`config.mk`:
```
export PLATFORM = sky130hd
export DESIGN_NAME = uart_ctrl_p_flat
export DESIGN_NICKNAME = d
export VERILOG_FILES = /design/src/rtl/uart_ctrl_p_if.sv /design/src/rtl/uart_ctrl_p.sv /design/src/flat_wrapper.sv
export SDC_FILE = /design/constraint.sdc
export NUM_CORES = 1
export LEC_CHECK = 0
export ABC_AREA = 1
export CAP_MARGIN = 20
export CORE_MARGIN = 10
export CORE_UTILIZATION = 55
export DETAILED_ROUTE_END_ITERATION = 6
export HOLD_SLACK_MARGIN = 0.03
export PLACE_DENSITY = 0.72
export SYNTH_ARGS = -nofsm -noshare
export SYNTH_HDL_FRONTEND = slang
export SYNTH_SLANG_ARGS = --single-unit
```
`constraint.sdc`:
```
create_clock -name clk -period 6.65 [get_ports clk]
set_clock_uncertainty 0.1 [all_clocks]
set_input_delay 0.665 -clock clk [delete_from_list [all_inputs] [get_ports clk]]
set_output_delay 0.665 -clock clk [all_outputs]
set_load 0.005 [all_outputs]
```
`src/rtl/uart_ctrl_p_if.sv`:
```
// CPU-side bus bundle for uart_ctrl_p: TX push, RX pop/status and error clear.
interface uart_ctrl_p_if #(
  parameter int RX_DEPTH_LOG2 = 4
);
  logic [7:0]             tx_data;
  logic                   tx_wr;
  logic                   tx_full;
  logic                   tx_busy;
  logic [7:0]             rx_data;
  logic                   rx_frame_err;
  logic                   rx_par_err;
  logic                   rx_rd;
  logic                   rx_empty;
  logic [RX_DEPTH_LOG2:0] rx_level;
  logic                   rx_ovf;
  logic                   err_clr;

  modport master (
    output tx_data, tx_wr, rx_rd, err_clr,
    input  tx_full, tx_busy, rx_data, rx_frame_err, rx_par_err, rx_empty, rx_level, rx_ovf
  );

  modport slave (
    input  tx_data, tx_wr, rx_rd, err_clr,
    output tx_full, tx_busy, rx_data, rx_frame_err, rx_par_err, rx_empty, rx_level, rx_ovf
  );
endinterface

```
`src/rtl/uart_ctrl_p.sv`:
```
// Parametrised UART: programmable divisor and frame format, TX/RX FIFOs,
// per-entry frame/parity error flags and sticky RX overflow.
module uart_ctrl_p #(
  parameter int TX_DEPTH_LOG2 = 4,
  parameter int RX_DEPTH_LOG2 = 4,
  parameter int DIV_W         = 16
) (
  input  logic             clk,
  input  logic             rst,
  input  logic [DIV_W-1:0] baud_div,
  input  logic [1:0]       data_bits,
  input  logic             parity_en,
  input  logic             parity_odd,
  input  logic             stop2,
  uart_ctrl_p_if.slave     bus,
  input  logic             ser_rxd,
  output logic             ser_txd
);
  localparam int TX_DEPTH = 1 << TX_DEPTH_LOG2;
  localparam int RX_DEPTH = 1 << RX_DEPTH_LOG2;

  typedef enum logic [2:0] {TX_IDLE, TX_START, TX_DATA, TX_PARITY, TX_STOP1, TX_STOP2} tx_state_t;
  typedef enum logic [2:0] {RX_IDLE, RX_START, RX_DATA, RX_PARITY, RX_STOP} rx_state_t;

  // ---------------- TX FIFO ----------------
  logic [7:0]             tx_mem [TX_DEPTH];
  logic [TX_DEPTH_LOG2-1:0] tx_wp, tx_rp;
  logic [TX_DEPTH_LOG2:0] tx_cnt;
  logic                   tx_empty, tx_push, tx_pop;
  logic [7:0]             tx_head, tx_mask;

  assign tx_empty    = (tx_cnt == '0);
  assign bus.tx_full = (tx_cnt == (TX_DEPTH_LOG2+1)'(TX_DEPTH));
  assign tx_push     = bus.tx_wr && (!bus.tx_full || tx_pop);
  assign tx_head     = tx_mem[tx_rp];
  assign tx_mask     = 8'hFF >> (2'd3 - data_bits);

  // TX FIFO storage
  always_ff @(posedge clk)
    if (tx_push) tx_mem[tx_wp] <= bus.tx_data;

  // TX FIFO pointers and occupancy
  always_ff @(posedge clk or negedge rst)
    if (!rst) begin
      tx_wp  <= '0;
      tx_rp  <= '0;
      tx_cnt <= '0;
    end else begin
      if (tx_push) tx_wp <= tx_wp + 1'b1;
      if (tx_pop)  tx_rp <= tx_rp + 1'b1;
      case ({tx_push, tx_pop})
        2'b10:   tx_cnt <= tx_cnt + 1'b1;
        2'b01:   tx_cnt <= tx_cnt - 1'b1;
        default: tx_cnt <= tx_cnt;
      endcase
    end

  // ---------------- TX shifter ----------------
  tx_state_t        tx_state, tx_nxt;
  logic [DIV_W-1:0] tx_div_q, tx_pre;
  logic [3:0]       tx_tcnt;
  logic [2:0]       tx_idx;
  logic [7:0]       tx_shreg;
  logic [1:0]       tx_db;
  logic             tx_par, tx_pen, tx_stop2_q, txd_nxt, tx_done;
  logic             tx_tick, tx_bit_end, tx_last;

  assign tx_tick     = (tx_pre == tx_div_q);
  assign tx_bit_end  = tx_tick && (tx_tcnt == 4'd15);
  assign tx_last     = (tx_idx == 3'd4 + {1'b0, tx_db});
  assign bus.tx_busy = !tx_empty || (tx_state != TX_IDLE);

  // TX state register and line driver; ser_txd follows the state one clock later
  always_ff @(posedge clk or negedge rst)
    if (!rst) begin
      tx_state <= TX_IDLE;
      ser_txd  <= 1'b1;
    end else begin
      tx_state <= tx_nxt;
      ser_txd  <= txd_nxt;
    end

  // TX next state, line level and FIFO pop (frames chain with no idle gap)
  always_comb begin
    tx_nxt  = tx_state;
    tx_pop  = 1'b0;
    txd_nxt = 1'b1;
    tx_done = 1'b0;
    case (tx_state)
      TX_IDLE: if (!tx_empty) begin
        tx_nxt = TX_START;
        tx_pop = 1'b1;
      end
      TX_START: begin
        txd_nxt = 1'b0;
        if (tx_bit_end) tx_nxt = TX_DATA;
      end
      TX_DATA: begin
        txd_nxt = tx_shreg[tx_idx];
        if (tx_bit_end && tx_last) tx_nxt = tx_pen ? TX_PARITY : TX_STOP1;
      end
      TX_PARITY: begin
        txd_nxt = tx_par;
        if (tx_bit_end) tx_nxt = TX_STOP1;
      end
      TX_STOP1: if (tx_bit_end) begin
        if (tx_stop2_q) tx_nxt = TX_STOP2;
        else            tx_done = 1'b1;
      end
      TX_STOP2: if (tx_bit_end) tx_done = 1'b1;
      default: tx_nxt = TX_IDLE;
    endcase
    if (tx_done) begin
      if (!tx_empty) begin
        tx_nxt = TX_START;
        tx_pop = 1'b1;
      end else begin
        tx_nxt = TX_IDLE;
      end
    end
  end

  // TX datapath: latch byte/config at frame start, run prescaler and bit counters
  always_ff @(posedge clk or negedge rst)
    if (!rst) begin
      tx_div_q   <= '0;
      tx_pre     <= '0;
      tx_tcnt    <= '0;
      tx_idx     <= '0;
      tx_shreg   <= '0;
      tx_par     <= 1'b0;
      tx_db      <= '0;
      tx_pen     <= 1'b0;
      tx_stop2_q <= 1'b0;
    end else if (tx_pop) begin
      tx_div_q   <= baud_div;
      tx_pre     <= '0;
      tx_tcnt    <= '0;
      tx_idx     <= '0;
      tx_shreg   <= tx_head & tx_mask;
      tx_par     <= (^(tx_head & tx_mask)) ^ parity_odd;
      tx_db      <= data_bits;
      tx_pen     <= parity_en;
      tx_stop2_q <= stop2;
    end else if (tx_state != TX_IDLE) begin
      tx_pre <= tx_tick ? '0 : tx_pre + 1'b1;
      if (tx_tick) tx_tcnt <= tx_tcnt + 1'b1;
      if (tx_bit_end && tx_state == TX_DATA) tx_idx <= tx_idx + 1'b1;
    end

  // ---------------- RX FIFO ----------------
  logic [9:0]               rx_mem [RX_DEPTH];
  logic [RX_DEPTH_LOG2-1:0] rx_wp, rx_rp;
  logic [RX_DEPTH_LOG2:0]   rx_cnt;
  logic                     rx_empty, rx_full, rx_push, rx_pop, rx_wr;
  logic [9:0]               rx_entry, rx_head;

  assign rx_empty         = (rx_cnt == '0);
  assign rx_full          = (rx_cnt == (RX_DEPTH_LOG2+1)'(RX_DEPTH));
  assign rx_pop           = bus.rx_rd && !rx_empty;
  assign rx_wr            = rx_push && (!rx_full || rx_pop);
  assign rx_head          = rx_mem[rx_rp];
  assign bus.rx_empty     = rx_empty;
  assign bus.rx_level     = rx_cnt;
  assign bus.rx_data      = rx_empty ? '0 : rx_head[7:0];
  assign bus.rx_par_err   = !rx_empty && rx_head[8];
  assign bus.rx_frame_err = !rx_empty && rx_head[9];

  // RX FIFO storage
  always_ff @(posedge clk)
    if (rx_wr) rx_mem[rx_wp] <= rx_entry;

  // RX FIFO pointers, occupancy and sticky overflow (set beats clear)
  always_ff @(posedge clk or negedge rst)
    if (!rst) begin
      rx_wp      <= '0;
      rx_rp      <= '0;
      rx_cnt     <= '0;
      bus.rx_ovf <= 1'b0;
    end else begin
      if (rx_wr)  rx_wp <= rx_wp + 1'b1;
      if (rx_pop) rx_rp <= rx_rp + 1'b1;
      case ({rx_wr, rx_pop})
        2'b10:   rx_cnt <= rx_cnt + 1'b1;
        2'b01:   rx_cnt <= rx_cnt - 1'b1;
        default: rx_cnt <= rx_cnt;
      endcase
      if (rx_push && !rx_wr) bus.rx_ovf <= 1'b1;
      else if (bus.err_clr)  bus.rx_ovf <= 1'b0;
    end

  // ---------------- RX deserialiser ----------------
  rx_state_t        rx_state, rx_nxt;
  logic             s1, s2, s3;
  logic [DIV_W-1:0] rx_div_q, rx_pre;
  logic [3:0]       rx_tcnt;
  logic [2:0]       rx_idx;
  logic [7:0]       rx_shreg;
  logic [1:0]       rx_db;
  logic             rx_pbit, rx_pen, rx_podd, rx_start;
  logic             rx_tick, rx_mid, rx_bit_end, rx_last;

  assign rx_tick    = (rx_pre == rx_div_q);
  assign rx_mid     = rx_tick && (rx_tcnt == 4'd7);
  assign rx_bit_end = rx_tick && (rx_tcnt == 4'd15);
  assign rx_last    = (rx_idx == 3'd4 + {1'b0, rx_db});
  assign rx_entry   = {!s2, rx_pen && (rx_pbit != ((^rx_shreg) ^ rx_podd)), rx_shreg};

  // RX synchroniser (s3 holds the previous synced level for edge detect) and state register
  always_ff @(posedge clk or negedge rst)
    if (!rst) begin
      s1       <= 1'b1;
      s2       <= 1'b1;
      s3       <= 1'b1;
      rx_state <= RX_IDLE;
    end else begin
      s1       <= ser_rxd;
      s2       <= s1;
      s3       <= s2;
      rx_state <= rx_nxt;
    end

  // RX next state; stop is sampled mid-bit and the FSM re-arms straight away
  always_comb begin
    rx_nxt   = rx_state;
    rx_start = 1'b0;
    rx_push  = 1'b0;
    case (rx_state)
      RX_IDLE: if (s3 && !s2) begin
        rx_nxt   = RX_START;
        rx_start = 1'b1;
      end
      RX_START: begin
        if (rx_mid && s2)    rx_nxt = RX_IDLE;
        else if (rx_bit_end) rx_nxt = RX_DATA;
      end
      RX_DATA: if (rx_bit_end && rx_last) rx_nxt = rx_pen ? RX_PARITY : RX_STOP;
      RX_PARITY: if (rx_bit_end) rx_nxt = RX_STOP;
      RX_STOP: if (rx_mid) begin
        rx_push = 1'b1;
        rx_nxt  = RX_IDLE;
      end
      default: rx_nxt = RX_IDLE;
    endcase
  end

  // RX datapath: latch config at start detect, sample data/parity mid-bit
  always_ff @(posedge clk or negedge rst)
    if (!rst) begin
      rx_div_q <= '0;
      rx_pre   <= '0;
      rx_tcnt  <= '0;
      rx_idx   <= '0;
      rx_shreg <= '0;
      rx_pbit  <= 1'b0;
      rx_db    <= '0;
      rx_pen   <= 1'b0;
      rx_podd  <= 1'b0;
    end else if (rx_start) begin
      rx_div_q <= baud_div;
      rx_pre   <= '0;
      rx_tcnt  <= '0;
      rx_idx   <= '0;
      rx_shreg <= '0;
      rx_db    <= data_bits;
      rx_pen   <= parity_en;
      rx_podd  <= parity_odd;
    end else if (rx_state != RX_IDLE) begin
      rx_pre <= rx_tick ? '0 : rx_pre + 1'b1;
      if (rx_tick) rx_tcnt <= rx_tcnt + 1'b1;
      if (rx_mid && rx_state == RX_DATA) rx_shreg[rx_idx] <= s2;
      if (rx_bit_end && rx_state == RX_DATA) rx_idx <= rx_idx + 1'b1;
      if (rx_mid && rx_state == RX_PARITY) rx_pbit <= s2;
    end
endmodule

```
`src/flat_wrapper.sv`:
```
// flat-port wrapper written by rule: the top's interface ports become plain ports
module uart_ctrl_p_flat 
#(
  parameter int TX_DEPTH_LOG2 = 4,
  parameter int RX_DEPTH_LOG2 = 4,
  parameter int DIV_W         = 16
)
  (clk, rst, baud_div, data_bits, parity_en, parity_odd, stop2, ser_rxd, ser_txd, bus_tx_data, bus_tx_wr, bus_rx_rd, bus_err_clr, bus_tx_full, bus_tx_busy, bus_rx_data, bus_rx_frame_err, bus_rx_par_err, bus_rx_empty, bus_rx_level, bus_rx_ovf);
  uart_ctrl_p_if #(.RX_DEPTH_LOG2(RX_DEPTH_LOG2)) bus_i ();
  input  logic clk;
  input  logic rst;
  input  logic [DIV_W-1:0] baud_div;
  input  logic [1:0] data_bits;
  input  logic parity_en;
  input  logic parity_odd;
  input  logic stop2;
  input  logic ser_rxd;
  output logic ser_txd;
  input wire logic [$bits(bus_i.tx_data)-1:0] bus_tx_data;
  input wire logic [$bits(bus_i.tx_wr)-1:0] bus_tx_wr;
  input wire logic [$bits(bus_i.rx_rd)-1:0] bus_rx_rd;
  input wire logic [$bits(bus_i.err_clr)-1:0] bus_err_clr;
  output wire logic [$bits(bus_i.tx_full)-1:0] bus_tx_full;
  output wire logic [$bits(bus_i.tx_busy)-1:0] bus_tx_busy;
  output wire logic [$bits(bus_i.rx_data)-1:0] bus_rx_data;
  output wire logic [$bits(bus_i.rx_frame_err)-1:0] bus_rx_frame_err;
  output wire logic [$bits(bus_i.rx_par_err)-1:0] bus_rx_par_err;
  output wire logic [$bits(bus_i.rx_empty)-1:0] bus_rx_empty;
  output wire logic [$bits(bus_i.rx_level)-1:0] bus_rx_level;
  output wire logic [$bits(bus_i.rx_ovf)-1:0] bus_rx_ovf;
  assign bus_i.tx_data = bus_tx_data;
  assign bus_i.tx_wr = bus_tx_wr;
  assign bus_i.rx_rd = bus_rx_rd;
  assign bus_i.err_clr = bus_err_clr;
  assign bus_tx_full = bus_i.tx_full;
  assign bus_tx_busy = bus_i.tx_busy;
  assign bus_rx_data = bus_i.rx_data;
  assign bus_rx_frame_err = bus_i.rx_frame_err;
  assign bus_rx_par_err = bus_i.rx_par_err;
  assign bus_rx_empty = bus_i.rx_empty;
  assign bus_rx_level = bus_i.rx_level;
  assign bus_rx_ovf = bus_i.rx_ovf;
  uart_ctrl_p #(.TX_DEPTH_LOG2(TX_DEPTH_LOG2), .RX_DEPTH_LOG2(RX_DEPTH_LOG2), .DIV_W(DIV_W)) u_core (.clk(clk), .rst(rst), .baud_div(baud_div), .data_bits(data_bits), .parity_en(parity_en), .parity_odd(parity_odd), .stop2(stop2), .bus(bus_i), .ser_rxd(ser_rxd), .ser_txd(ser_txd));
endmodule
```
# Word-level counts from Yosys, hierarchy flattened
# Memories as Yosys holds them, arrays and structs flattened.
# Cells that the tools add are included.
# Widths: inputs -> output; s select.
# word_totals
register_bits	141
ram_bits	288
in_bits	35
word_cells	213
n_memories	2
# op_classes
n_addsub	17
n_lt_le_gt_ge	3
n_eq_ne	35
shift	1
n_mux	66
bitwise	4
reduce_logical	54
# mem_list
memory	words	width	rd	rd_ports_with_merged_regs	wr	line	text
u_core.rx_mem	16	10	1	0	1	uart_ctrl_p.sv:152	logic [9:0] rx_mem [RX_DEPTH];
u_core.tx_mem	16	8	1	0	1	uart_ctrl_p.sv:26	logic [7:0] tx_mem [TX_DEPTH];
# ops
cell	count
$mux 16	6
$mux 3	21
$add 16x1->16 const B	2
$eq 16x16->1	2
$mux 8	4
$add 4x1->4 const B	6
$mux 4	6
$mux 1	20
$pmux 5 s2	2
$reduce_bool 2->1	10
$logic_and 1x1->1	19
$ne 3x1->1 const B	6
$pmux 3 s6	1
$reduce_xor 8->1	2
$pmux 3 s5	1
$eq 3x2->1 const B	4
$add 5x1->5 const B	2
$eq 5x5->1 const B	2
$logic_not 5->1	2
$ne 2x1->1 const B	5
$reduce_and 2->1	5
$sub 5x1->5 const B	2
$eq 3x3->1 const B	3
$and 8x8->8	1
28 further kinds	46

# Logic depth before layout (Yosys ltp)
# Gate-level depths: netlist of the first run.
# logic_depth
ltp_word	9
depth_mapped	21

# Worst setup path after synthesis of the first run
# Ideal clock, no wire load.
# synth_timing
path_kind	reg2reg
start	register u_core.rx_pre[2]
end	register u_core.rx_cnt[4], in the netlist u_core.bus.rx_level[4]
setup_time_ns	0.117
arrival_ns	2.323
t_required_ns	6.433
setup_slack_ns	4.111
stages_incl_launch_ff	18
n_path_buf	0
period_less_slack_ns	2.539
cell_sequence	dfrtp_1 xor2_1 a21oi_1 nand2_1 nor3_2 nand3_2 inv_2 nand2_2 nand2_1 inv_1 ha_1 a21o_1 a31oi_1 inv_1 nand2_1 nand2_1 nand2_1 nand2_1
# synth_between
elab_chain_len	7
word_cells_on_any_way	9
cone_classes	eq/ne (3); mux (3); reduce/logical (3)
# synth_lines
element	line	text
from (decl)	uart_ctrl_p.sv:195	logic [DIV_W-1:0] rx_div_q, rx_pre;
from (signal assigned)	uart_ctrl_p.sv:269	rx_pre <= rx_tick ? '0 : rx_pre + 1'b1;
$eq 16x16->1 (*)	uart_ctrl_p.sv:203	assign rx_tick = (rx_pre == rx_div_q);
$logic_and 1x1->1 (*)	uart_ctrl_p.sv:204	assign rx_mid = rx_tick && (rx_tcnt == 4'd7);
$mux 1 (*)	uart_ctrl_p.sv:239	RX_STOP: if (rx_mid) begin
$mux 1 (*)	uart_ctrl_p.sv:228	case (rx_state)
$logic_and 1x1->1 (*)	uart_ctrl_p.sv:161	assign rx_wr = rx_push && (!rx_full || rx_pop);
$eq 2x1->1 / $eq 2x2->1 (equally long branches)	uart_ctrl_p.sv:183	case ({rx_wr, rx_pop})
$pmux 5 s2 / $reduce_bool 2->1 (equally long branches)	--	
to (signal assigned)	uart_ctrl_p.sv:184	2'b10: rx_cnt <= rx_cnt + 1'b1;
to (signal assigned)	uart_ctrl_p.sv:185	2'b01: rx_cnt <= rx_cnt - 1'b1;
to (signal assigned)	uart_ctrl_p.sv:186	default: rx_cnt <= rx_cnt;
to (decl)	uart_ctrl_p.sv:154	logic [RX_DEPTH_LOG2:0] rx_cnt;
# Every way passes the cells marked *; elsewhere a longest branch is shown, timed or not.
# A chain may end at the register's enable or synchronous reset.

# Final worst setup path of the first run
# layout_timing
start	register u_core.rx_rp[0]
end	output bus_rx_data[7]
# layout_between
elab_chain_len	2
# layout_lines
element	line	text
from (decl)	uart_ctrl_p.sv:153	logic [RX_DEPTH_LOG2-1:0] rx_wp, rx_rp;
from (signal assigned)	uart_ctrl_p.sv:182	if (rx_pop) rx_rp <= rx_rp + 1'b1;
$mem_v2 16x10	--	
$mux 8	uart_ctrl_p.sv:165	assign bus.rx_data = rx_empty ? '0 : rx_head[7:0];
to (decl)	flat_wrapper.sv:25	output wire logic [$bits(bus_i.rx_data)-1:0] bus_rx_data;
# Every way passes these cells.

==> summary.md, run 1 <==
| Metric | Value |
|---|---|
| Status | completed |
| Maximum number of pins on one net before global-route repair | just under 90 |
| P_leak | between 0.009 and 0.01 uW |
| Setup Viol. Count Final | 0 |
| Residual DRC | 0 |
| Crit end category | output port |
| Clk slew on worst S/H paths | roughly 0.06 ns |
| Period utilization | between 60% and 70% |
| Area of the multi-input gates | just under 0.006 mm^2 |
| Crit path from | u_core.rx_rp[0] |
| Reg2Reg Capture Point | u_core.tx_cnt[4] |
| Placement Rows | 68 |
| Root buf cell | clkbuf_16 |
| First-pass iteration count of the detailed router | 5 |
| Synthesized netlist cell count | around 1,900 |
| Total number of vias | 13,300 |
| Setup_tns | 0 ns |
| Data arrival, critical path | approximately 3.2 ns |
| Kind of critical path | register to output port |
| # clock sinks | roughly 430 |
| CP required | a little under 6 ns |
| Die Width | slightly above 200 um |
| Initial DRC Count | 1,053 |
| Final Util | 62.5% |
| Syn_area_per_cell | 10.2 um^2 |
| Max Freq | 0.250 GHz |
| HP Class | input port to async pin |
| Final antenna-violating net count | 0 |
| Cell Pwr Density | just under 300 mW/mm^2 |
| Die Ht | 207 um |
| RSZ-0062 raised after global routing | no |
| Nets | between 1,500 and 2,000 |
| CTS tree | yes |
| WL per Instance | around 18 um |
| Mapped cell area | ~0.019 mm^2 |
| Top FF cell, synth | edfxtp_1 |
| Slew @ Worst Pin | between 1 and 1.5 ns |
| Mapped Nets | just under 2,000 |
| Total die area | approximately 0.043 mm^2 |
| Vias/cell | between 5 and 6 |
| Clock buffer depth | 3 |
| Port bufs | 54 |
| Area grow syn2layout | 12.6% |
| CORE AREA | 0.0345 mm^2 |
| Drt total wl | 42,800 um |
| Initial antenna violation count | 0 |
| Worst R2R Start | u_core.tx_cnt[1] |
| Worst-path cell chain | buf_4, o21ai_0, o221ai_1, nand3_1, a21oi_1, clkdlybuf4s50_1 |
| Crit-path slowest cell | dfrtp_2 |
| Sequential-to-total area share from yosys stat | around 64% |
| Antenna diode count | 0 |
| Ys async rst share | 32.9% |
| Post-synth EDFFs | ~290 |
| Critical path launch point type | register |
| IO Pins | 55 |
| CTS buffer count | 44 |
| Grt ovf | 0 |
| CP Max Fanout | between 40 and 50 |
| Gr usage total | 20.1% |
| Vias in the first global route | between 10,000 and 15,000 |
| H-tree levels | 2 |
| Maxcap violations | 0 |
| IR drop worst, VDD | between 0.0003 and 0.0004 V |
| Hpwl dp | 26,800 um |
| Initial Util | 55.5% |
| Number of post-CTS setup repair buffers | 0 |
| Clk Latency, worst-skew pair | 0.55 ns |
| Crit path time final | approximately 4.0 ns |
| Register area | between 0.01 and 0.015 mm^2 |
| Gpl congestion | 0.831 |
| Final hold violations | 0 |
| Slew Limit Headroom | between 20% and 30% |
| CTS resizes | 0 |
| First-pass GRT wire length | just under 70,000 um |
| Yosys reg bits | roughly 430 |
| Share of layout cells above drive strength 1 | ~6.9% |
| Worst reg-to-reg setup slack | around 3.0 ns |
| R2R depth | 16 |
| Slowest stage delay, CP | about 0.76 ns |
| Post-synth cell types | 50 |
| Hold-fix buffers, CTS | 0 |
| Synth warn | 0 |
| Fill cell count | 2,695 |
| Final Max Slew Viols | 0 |
-- worst max-delay path, delay by kind of cell, from the launching register on --
| family | cells | cell delay, ns |
|---|---|---|
| flops | 1 | 0.76 |
| compound gates | 3 | 0.68 |
| buf+inv | 2 | 1.08 |
| simple gates | 1 | 0.13 |
-- per-layer routing --
metal / up-vias / GRT usage, % / wire [um]
met1: 6390 / 26.3 / 17800
met2: 424 / 33.4 / 20900
met3: 85 / 3.13 / 2680
li1: 6438 / - / -
met4: 0 / 7.48 / 1300
met5: - / 0 / 0
-- worst max-delay path by stage --
stage,to,slack (ns),depth (start not counted)
6_report,bus_rx_data[7],2.65,6
5_1_grt,bus_rx_data[7],2.46,6
4_1_cts,bus_rx_data[1],2.27,6
3_5_place_dp,bus_rx_data[1],2.85,6
3_3_place_gp,bus_rx_data[1],2.87,8
2_1_floorplan,u_core.bus.rx_level[4],4.11,17
-- cells by family (layout without fill, tap and decap cells) --
family                     after synthesis  in the layout  synth area share [%]
DFF                                    429            429                  63.7
AOI/OAI and AO/OA                      300            300                  8.90
and+or+nand+nor                        815            815                  17.8
adders and majority gates               24             24                  1.65
xor gates and xnor gates                62             62                  2.84
buffers and inverters                  238            327                  5.18
-- report_power, final --
part / internal (uW) / total, uW / switching (uW)
logic: 234 / 687 / 453
registers: 3060 / 3190 / 131
clock network: 1400 / 2410 / 1010
-- through the flow --
step / setup slack (ns) / total power [uW] / cells / area, um^2 / hold slack [ns]
2_1_floorplan: 4.11 / 3700 / 1868 / 19100 / 0.245
3_3_place_gp: 2.87 / 3890 / 2318 / 20000 / 0.249
3_5_place_dp: 2.85 / 3920 / 2322 / 20000 / 0.255
4_1_cts: 2.27 / 6330 / 2404 / 21400 / 0.104
5_1_grt: 2.46 / 6570 / 2412 / 21500 / 0.123
6_report: 2.65 / 6290 / 2412 / 21500 / 0.0648
-- state kept, by name (all words and copies together) (netlist names), 2 cells and up --
name	cells
u_core.rx_mem	160
u_core.rx_rp	4
u_core.tx_mem	128
u_core.rx_db	2
u_core.tx_db	2
u_core.tx_cnt	5
u_core.tx_rp	4
u_core.tx_idx	3
u_core.rx_wp	4
u_core.rx_tcnt	4
u_core.rx_state	3
u_core.tx_wp	4
u_core.rx_pre	16
u_core.tx_pre	16
u_core.tx_shreg	8
u_core.tx_tcnt	4
u_core.tx_state	3
u_core.rx_idx	3
u_core.tx_div_q	16
u_core.rx_div_q	16
u_core.rx_shreg	8
u_core.bus.rx_level	5
-- layout make-up --
| cell class | count | share of cell area [%] |
|---|---|---|
| Timing Repair Buffer | 79 | 3.64 |
| Sequential cell | 429 | 56.5 |
| Clock buffer | 64 | 5.83 |
| Clock inverter | 18 | 0.772 |
| Multi-Input combinational cell | 1201 | 27.7 |
| Inverter | 166 | 2.91 |
| Tap cell | 455 | 2.64 |
-- cell usage in the layout (no fill, tap or decap), drive strengths merged, types with 19 or more instances in the layout --
| cell | n |
|---|---|
| nand2 | 418 |
| edfxtp | 288 |
| nor2 | 241 |
| o21ai | 189 |
| inv | 166 |
| dfrtp | 137 |
| nand3 | 117 |
| clkbuf | 64 |
| clkdlybuf4s50 | 53 |
| xor2 | 48 |
| a21oi | 40 |
| o221ai | 32 |
| buf | 26 |
| ha | 22 |
| o22ai | 19 |
-- cell usage after synthesis (22+ instances only) --
cell	instances	area, um^2
nand3_1	115	576
o21ai_0	187	936
dfrtp_1	137	3430
edfxtp_1	288	8650
inv_1	152	571
a21oi_1	40	200
ha_1	22	275
clkbuf_1	41	154
nor2_1	236	886
xor2_1	48	420
nand2_1	407	1530
o221ai_1	32	280
Note: power is estimated with default switching activity, not from simulation.
==> run 2, diff against run 1 <==
- PLACE_DENSITY: 0.72 -> 0.75
- clock period: 6.65 -> 3.42 ns (I/O delays scaled with it)
==> summary.md, run 2 (same netlist as run 1, synthesis figures left out) <==
| Metric | Value |
|---|---|
| P_leak | 0.00908 uW (was 0.00900 uW) |
| Crit path time final | between 3 and 4 ns |
| Kind of critical path | register to output port (unchanged) |
| Crit end category | output port (unchanged) |
| Setup Viol. Count Final | 0 (unchanged) |
| Clk slew on worst S/H paths | 0.06 ns (about the same) |
| Worst reg-to-reg setup slack | 0.44 ns (was 3.03 ns) |
| Initial DRC Count | 1,245 (was 1,053) |
| Clock buffer depth | 3 (unchanged) |
| Initial antenna violation count | 0 (unchanged) |
| Most frequent cells in the layout | nand2_1, edfxtp_1, nor2_1 (unchanged) |
| Top flop regs | u_core.rx_mem: 160 flops, u_core.tx_mem: 128 flops (unchanged) |
| Fill cell count | 2,688 (was 2,695) |
| Area of the multi-input gates | 0.00596 mm^2 (unchanged) |
| Drt total wl | 42,600 um (was 42,800 um) |
| Cell Pwr Density | 566 mW/mm^2 (was 292 mW/mm^2) |
| HP Class | input port to register (was input port to async pin) |
| Maxcap violations | 0 (unchanged) |
| Root buf cell | clkbuf_16 (unchanged) |
| First-pass iteration count of the detailed router | 6 (was 5) |
| Gr usage total | 20.1% (about the same) |
| CP Max Fanout | 16 (was 45) |
| CTS buffer count | 44 (unchanged) |
| Share of layout cells above drive strength 1 | 7.60% (was 6.95%) |
| Period utilization | a little over nine tenths |
| IR drop worst, VDD | 0.000495 V (was 0.000300 V) |
| Hold Crit Depth | 1 |
| Vias in the first global route | 13,300 (was 13,200) |
| Final antenna-violating net count | 0 (unchanged) |
| Max FFs per register | 160 (unchanged) |
| Total die area | 0.0426 mm^2 (unchanged) |
| Die Width | 207 um (unchanged) |
| Grt ovf | 0 (unchanged) |
| Max Freq | roughly 0.31 GHz |
| Pre-CTS WS | 0.508 ns (was 2.85 ns) |
| Die Ht | 207 um (unchanged) |
| # clock sinks | 429 (unchanged) |
| Reg power frac | 50.6% (was 50.7%) |
| Switching Fraction | 25.3% (was 25.4%) |
| Total number of vias | 13,400 (was 13,300) |
| Hold_sp | ser_rxd |
| Residual DRC | 0 (unchanged) |
| Slew @ Worst Pin | 0.858 ns (was 1.09 ns) |
| Data arrival, critical path | 2.78 ns (was 3.24 ns) |
| Antenna diode count | 0 (unchanged) |
| H-tree levels | 2 (unchanged) |
| RSZ-0062 raised after global routing | no (unchanged) |
| Largest Register | u_core.rx_mem (unchanged) |
| Area grow syn2layout | 13.2% (was 12.6%) |
| Port bufs | 54 (unchanged) |
| Worst R2R Start | u_core.rx_pre[2] (was u_core.tx_cnt[1]) |
| Gate power share | 11.2% (was 10.9%) |
| NetSw | 3100 uW (was 1600 uW) |
| Setup_tns | 0 ns (unchanged) |
| Placement Rows | 68 (unchanged) |
| Nets | 1,996 (was 1,980) |
| Final Max Slew Viols | 0 (unchanged) |
| CP required | 2.98 ns (was 5.88 ns) |
| IO Pins | 55 (unchanged) |
| Slew Limit Headroom | 42.7% (was 26.8%) |
| R2R depth | 11 (was 16) |
| Critical path launch point type | register (unchanged) |
| CORE AREA | 0.0345 mm^2 (unchanged) |
| Number of post-CTS setup repair buffers | 0 (unchanged) |
| Vias/cell | 5.53 (about the same) |
| Status | completed (unchanged) |
| Worst hold endpoint | u_core.s1 |
| CTS tree | yes (unchanged) |
| Register area | 0.0122 mm^2 (unchanged) |
| Hpwl dp | 27,500 um (was 26,800 um) |
| First-pass GRT wire length | 68,600 um (was 68,700 um) |
| Final worst slack | 0.193 ns (was 2.65 ns) |
| Reg2Reg Capture Point | u_core.rx_mem[10][0] (was u_core.tx_cnt[4]) |
| WL per Instance | 17.6 um (was 17.7 um) |
| Pint | 9160 uW (was 4690 uW) |
| Clock power frac | 38.1% (was 38.3%) |
| Maximum number of pins on one net before global-route repair | 78 (was 89) |
| Gpl congestion | 0.924 (was 0.831) |
| Initial Util | 55.5% (unchanged) |
| Clk Latency, worst-skew pair | 0.55 ns (about the same) |
| Final hold violations | 0 (unchanged) |
| Most common cell after layout, fill and taps aside | nand2_1 (unchanged) |
run 2: cell types whose count changed in the layout (fill, tap and decap cells not counted), sizes merged:
cell         change
clkinvlp         -1
buf             +15
clkbuf           +1
dlygate4sd3      +1
run 2: repair_timing:
action / 4_1_cts / 5_1_grt
gates resized for setup: 0 / 1
hold buffers: 1 / 0
hold endpoints to repair: 62 / 0
setup endpoints to repair: 0 / 1
run 2: layout make-up:
type / instances / area share [%]
Multi-Input combinational cell: 1201 / 27.5
Sequential cell: 429 / 56.3
Tap cell: 455 / 2.63
Timing Repair Buffer: 95 / 4.13
Clock inverter: 17 / 0.624
Clock buffer: 65 / 5.92
Inverter: 166 / 2.90
run 2: worst max-delay path by stage:
stage | from | endpoint | slack [ns] | cells after the start
finish | u_core.rx_rp[2] | bus_rx_data[2] | 0.19 | 7
global route | u_core.rx_rp[0] | bus_rx_data[2] | 0.12 | 8
CTS | u_core.rx_rp[0] | bus_rx_data[2] | 0.1 | 9
detailed placement | u_core.rx_pre[2] | u_core.rx_mem[10][8] | 0.51 | 11
global placement | u_core.rx_pre[2] | u_core.rx_mem[10][3] | 0.59 | 11
floorplan | u_core.rx_pre[2] | u_core.bus.rx_level[4] | 0.88 | 17
run 2: routing by layer:
metal	vias up	track usage (%)	share of wire [%]
met2	403	34.3	49
met5	-	0	0
li1	6480	-	-
met3	96	2.55	5.2
met1	6446	25.9	42
met4	0	7.35	3.0
run 2: critical path: stages, from the launching register on:
cell and delay (ns):
dfrtp_1 0.37, inv_1 0.52, buf_4 0.27, nor2_1 0.05, nor2_1 0.14, o21ai_0 0.12, a21oi_1 0.21, clkdlybuf4s50_1 0.56
run 2: power groups by stage:
stage | Combinational [uW] | Sequential, uW | Clock (uW)
after CTS | 1380 | 6200 | 4730
after global placement | 1310 | 6280 | 0
final | 1380 | 6200 | 4670
after floorplan | 960 | 6240 | 0
after global routing | 1560 | 6240 | 4970
after detailed placement | 1360 | 6300 | 0
run 2: through the flow:
| step | area (um^2) | power, uW | instances | util, % | hold slack [ns] |
|---|---|---|---|---|---|
| after detailed placement | 20200 | 7660 | 2345 | 58.7 | 0.249 |
| after floorplan | 19100 | 7200 | 1868 | - | -0.0536 |
| after global placement | 20200 | 7600 | 2345 | 58.7 | 0.248 |
| after global routing | 21700 | 12800 | 2428 | 62.8 | 0.115 |
| after CTS | 21600 | 12300 | 2428 | 62.8 | 0.0991 |
| final | 21700 | 12300 | 2428 | 62.8 | 0.115 |
